$ cat src/rtl/score_tally.sv
// End-of-game scorer: walks the ownership RAM once, counts pixels per player and
// reports the player holding the most territory.
`timescale 1ns / 1ps

module score_tally #(
  parameter int X_MAX = 160,
  parameter int Y_MAX = 120
) (
  input  logic        CLOCK_50,
  input  logic        reset,
  input  logic        running,
  output logic [14:0] ram_address,
  input  logic [2:0]  ram_q,
  output logic [14:0] p1_count,
  output logic [14:0] p2_count,
  output logic [14:0] p3_count,
  output logic [14:0] p4_count,
  output logic [1:0]  winner,
  output logic        busy,
  output logic        done
);

  typedef enum logic [2:0] {IDLE, SCAN, DRAIN, COMPARE, DONE} state_t;

  localparam logic [7:0] X_LAST = 8'(X_MAX - 1);
  localparam logic [6:0] Y_LAST = 7'(Y_MAX - 1);

  state_t           r_state;
  state_t           w_nextState;
  logic             r_running;
  logic             r_valid;
  logic [7:0]       r_x;
  logic [6:0]       r_y;
  logic [3:0][14:0] r_count;
  logic [1:0]       r_winner;

  logic             w_start;
  logic             w_lastAddr;
  logic             w_hit;
  logic [1:0]       w_owner;
  logic [1:0]       w_bestIdx;
  logic [14:0]      w_bestVal;

  assign w_start    = r_running & ~running;
  assign w_lastAddr = (r_x == X_LAST) && (r_y == Y_LAST);

  always_comb begin
    w_nextState = r_state;
    busy        = 1'b0;
    done        = 1'b0;
    ram_address = '0;
    case (r_state)
      IDLE: begin
        if (w_start) w_nextState = SCAN;
      end
      SCAN: begin
        busy        = 1'b1;
        ram_address = {r_x, r_y};
        if (w_lastAddr) w_nextState = DRAIN;
      end
      DRAIN: begin
        busy        = 1'b1;
        w_nextState = COMPARE;
      end
      COMPARE: begin
        busy        = 1'b1;
        w_nextState = DONE;
      end
      DONE: begin
        done = 1'b1;
        if (w_start) w_nextState = SCAN;
      end
      default: w_nextState = IDLE;
    endcase
  end

  // Colours that do not belong to a player simply never hit a counter.
  always_comb begin
    w_hit   = 1'b0;
    w_owner = 2'd0;
    case (ram_q)
      3'b001: begin w_hit = 1'b1; w_owner = 2'd0; end
      3'b010: begin w_hit = 1'b1; w_owner = 2'd1; end
      3'b100: begin w_hit = 1'b1; w_owner = 2'd2; end
      3'b110: begin w_hit = 1'b1; w_owner = 2'd3; end
      default: begin w_hit = 1'b0; w_owner = 2'd0; end
    endcase
  end

  // Strictly-greater replacement keeps the lowest index on ties.
  always_comb begin
    w_bestIdx = 2'd0;
    w_bestVal = r_count[0];
    for (int i = 1; i < 4; i++) begin
      if (r_count[i] > w_bestVal) begin
        w_bestIdx = 2'(i);
        w_bestVal = r_count[i];
      end
    end
  end

  always_ff @(posedge CLOCK_50) begin
    if (reset) begin
      r_state   <= IDLE;
      r_running <= 1'b0;
      r_valid   <= 1'b0;
      r_x       <= '0;
      r_y       <= '0;
      r_count   <= '0;
      r_winner  <= '0;
    end else begin
      r_state   <= w_nextState;
      r_running <= running;
      r_valid   <= (r_state == SCAN);

      if ((r_state == IDLE || r_state == DONE) && w_start) begin
        r_x      <= '0;
        r_y      <= '0;
        r_count  <= '0;
        r_winner <= '0;
      end else if (r_state == SCAN) begin
        if (r_y == Y_LAST) begin
          r_y <= '0;
          r_x <= r_x + 8'd1;
        end else begin
          r_y <= r_y + 7'd1;
        end
      end

      // RAM data lags its address by one cycle; the valid tag lines them up.
      if (r_valid && w_hit) begin
        r_count[w_owner] <= r_count[w_owner] + 15'd1;
      end

      if (r_state == COMPARE) begin
        r_winner <= w_bestIdx;
      end
    end
  end

  assign p1_count = r_count[0];
  assign p2_count = r_count[1];
  assign p3_count = r_count[2];
  assign p4_count = r_count[3];
  assign winner   = r_winner;

endmodule

$ cat config.mk
export PLATFORM = sky130hd
export DESIGN_NAME = score_tally
export DESIGN_NICKNAME = d
export VERILOG_FILES = /design/src/rtl/score_tally.sv
export SDC_FILE = /design/constraint.sdc
export NUM_CORES = 1
export LEC_CHECK = 0
export ABC_CLOCK_PERIOD_IN_PS = 9290
export CORE_ASPECT_RATIO = 0.7
export CORE_MARGIN = 4
export CORE_UTILIZATION = 55
export CTS_CLUSTER_DIAMETER = 50
export CTS_CLUSTER_SIZE = 8
export DETAILED_ROUTE_END_ITERATION = 10
export DONT_BUFFER_PORTS = 1
export PLACE_DENSITY = 0.72
export SYNTH_ARGS = -nofsm -noshare
export SYNTH_HDL_FRONTEND = slang
export SYNTH_SLANG_ARGS = --single-unit
$ cat constraint.sdc
create_clock -name CLOCK_50 -period 9.29 [get_ports CLOCK_50]
set_clock_uncertainty 0.15 [all_clocks]
set_input_delay 0.4645 -clock CLOCK_50 [delete_from_list [all_inputs] [get_ports CLOCK_50]]
set_output_delay 0.4645 -clock CLOCK_50 [all_outputs]
set_load 0.01 [all_outputs]
==> qor.csv <==
stage,metric,value,unit
run_status,outcome,"finished, final reports clean",
die,core footprint,0.0104,mm2
power_and_ir_drop,LEAKAGE,0.00236,uW
synth,Synth Register Bits,82,
die,boundary pin count,85,
die,die width,131,um
clock_tree,Root Buffer,clkbuf_16,
final_layout,n_diodes,0,
synth,Yosys cell types,75,
critical_path,critical path's top delay family,compound AO/OA/AOI/OAI gates,
power_and_ir_drop,VDD IR max,84.6,uV
critical_path,Crit path buffers/inverters,2,
critical_path,crit-path max cell delay,0.87,ns
global_routing,Overflow after GRT,0,
synth,top post-synthesis cells by count,"nand2_1, dfxtp_1, nor2_1",
routing,DR iter-0 viols,699,
critical_path,CP max-delay cell,o21ai_2,
die,Rows,31,
clock_tree,CTS sink cnt,82,
placed_design,dpl hpwl,14.1,mm
synth,register area share after synthesis,0.280,
global_routing,global-route wire length before repair,28.4,mm
sta,worst slew pin tran,1.10,ns
synth,cell with the most instances after synthesis,nand2_1,
routing,Via density,6.70,
final_layout,fin area,0.00620,mm2
synth,Syn Inst Count,705,
placed_design,placed cell count,809,
synth,"EDFF count, synth",0,
sta,"Hold Violations, Final",0,
final_layout,final non-filler cell total,825,
hold_path,Hold Path Class,input pin to register,
critical_path,CP max FO,16,
clock_tree,clock buffer depth,2,
placed_design,Port Buffers,0,
synth,ys async rst share,0,
clock_tree,CTS resizes,0,
critical_path,CP Cell Sequence,"inv_1, ha_1, and4_1, a2111oi_0, o31ai_1, o21ai_2, mux2i_1, ha_1, and3_1, nand4_1, nor2_1, o31ai_1, a31oi_1, buf_4, mux2_2, ha_1, nand4_1, or3_1, mux2i_1, a21oi_1, a21oi_1, o41ai_1",
global_routing,largest net degree at the start of global routing,45,
sta,setup TNS after final layout,0,ns
final_layout,synthesis-to-layout area growth,5.88,%
clock_tree,Worst-path clk slew,0.06,ns
critical_path,most frequent CP cell,ha_1,
power_and_ir_drop,cell area power density,126,mW/mm2
die,die area,0.0124,mm2
synth,dominant synthesized flop cell,dfxtp_1,
die,Initial Util,0.565,
routing,vias after detailed routing,5530,
synth,syn_nets,759,
synth,"top cells by area, synth","dfxtp_1, ha_1, mux2i_1",
synth,largest area contributor in the netlist,dfxtp_1,
sta,Max Freq,144,MHz
routing,DRT Pass-1 Iters,6,
routing,DRT Wirelength,18.4,mm
clock_tree,TritonCTS buffer count,9,
synth,synthesized area per cell,8.31,um2
sta,Final Slew Violations,0,
critical_path,Setup crit end kind,register,
routing,routed len/inst,22.3,um
run,Max-Cap Viols,0,
sta,hold slack,0.0464,ns
global_routing,vias in the first global route,5081,
clock_tree,CTS Hold Bufs,0,
clock_tree,Post-CTS Setup Bufs,0,
placed_design,dpl cell area,0.00589,mm2
critical_path,arrival time worst endpoint,6.96,ns
critical_path,Crit Path Class,register to register,
sta,normalized max-slew margin,0.269,
clock_tree,CTS H-tree depth,3,
global_routing,Tot GR Track Use,0.295,
die,Die Y-Extent,94.3,um
critical_path,Worst EP required,9.32,ns
synth,synth warn,0,
clock_tree,worst skew pair latency,0.34,ns
sta,RSZ-0062 raised after global routing,false,
sta,final worst path period share,0.746,
synth,"Cell Area, Synth",0.00586,mm2
critical_path,R2R setup slack,2.36,ns
sta,minimum clock period,6.93,ns
routing,"antenna viol nets, final",0,
final_layout,nets,742,
final_layout,share of layout cells above drive strength 1,0.0938,
global_routing,initial antenna violation count,0,
sta,Final Setup Violations,0,
clock_tree,CTS tree,built,
routing,DRC violations left,0,
critical_path,Worst setup SP type,register,
synth,Yosys top cell area share,0.280,
placed_design,Final Wtd Congestion,0.960,
layout by cell type, fill, tap and decap left out, types with 5 or more instances in the layout:
cell	Yosys	layout
o211ai_1	15	15
nor2b_1	13	12
buf_4	4	6
inv_1	30	30
a22oi_1	9	9
mux2_2	24	24
clkbuf_16	0	9
nand2b_1	9	9
a21oi_1	33	33
nand3_1	32	32
xnor2_1	11	11
nor3_1	17	17
and2_1	19	19
mux2i_1	32	32
a31oi_1	11	11
a22o_1	11	11
xor2_1	10	10
o21ai_0	16	16
nand2_1	83	83
o211a_1	5	5
nand4_1	16	16
and3_1	7	7
o21ai_1	5	5
dfxtp_1	82	82
ha_1	48	48
nor2_1	56	56
through the flow:
| step | utilization | setup slack [ns] | total power (uW) |
|---|---|---|---|
| 2_1_floorplan | - | 3.72 | 407 |
| 3_3_place_gp | 0.568 | 2.73 | 413 |
| 3_5_place_dp | 0.568 | 2.56 | 414 |
| 4_1_cts | 0.599 | 2.48 | 784 |
| 5_1_grt | 0.599 | 2.01 | 807 |
| 6_report | 0.599 | 2.36 | 782 |
logic make-up after synthesis:
logic type	count (synthesis)	share of synthesized area
mux	57	0.103
flops	82	0.280
compound gates	145	0.175
buf+inv	65	0.0511
fa+ha+maj	48	0.103
simple gates	287	0.256
xor+xnor	21	0.0314
registers in the layout, indices dropped and copies added (netlist names):
name	count
r_y	7
r_running	1
p2_count	15
p3_count	15
r_state	3
winner	2
p1_count	15
p4_count	15
r_x	8
r_valid	1
power by group:
group	total (uW)	switching, uW	internal [uW]
Sequential	356	2.83	353
Clock	373	149	224
Combinational	52.6	35.6	17.0
per-layer routing:
layer  wire length [um]  GRT usage  vias to the layer above
met5                  0          0                        -
met3               2700      0.120                       28
met1               8410      0.429                     2623
met2               7090      0.403                      337
met4                211     0.0682                        0
li1                   -          -                     2542
cell type report:
cell class | instances | area [um2]
sequential | 82 | 1640
inverter | 31 | 116
clock inverter | 5 | 61.3
clock buffer | 11 | 253
fill | 928 | 4160
tap | 132 | 165
timing repair buffer | 6 | 45.0
multi-input combinational | 558 | 3920
worst register-to-register path, stage by stage, from the launching register on:
cell and delay, ns:
dfxtp_1 0.51, inv_1 0.11, ha_1 0.32, and4_1 0.19, a2111oi_0 0.40, o31ai_1 0.16, o21ai_2 0.87, mux2i_1 0.37
ha_1 0.41, and3_1 0.17, nand4_1 0.13, nor2_1 0.13, o31ai_1 0.07, a31oi_1 0.77, buf_4 0.33, mux2_2 0.37
ha_1 0.29, nand4_1 0.13, or3_1 0.40, mux2i_1 0.13, a21oi_1 0.08, a21oi_1 0.18, o41ai_1 0.10
worst paths after layout:
kind                            depth (start not counted)                   start                endpoint
worst max-delay path                                   22  p1_count[8]$_SDFF_PP0_  winner[0]$_SDFFE_PP0P_
worst min-delay path                                    1                   reset  p4_count[0]$_SDFF_PP0_
worst max register to register                         22  p1_count[8]$_SDFF_PP0_  winner[0]$_SDFFE_PP0P_
worst min register to register                          2     r_y[1]$_SDFFE_PP0P_     r_y[1]$_SDFFE_PP0P_
Power figures use the tool's default switching activity.
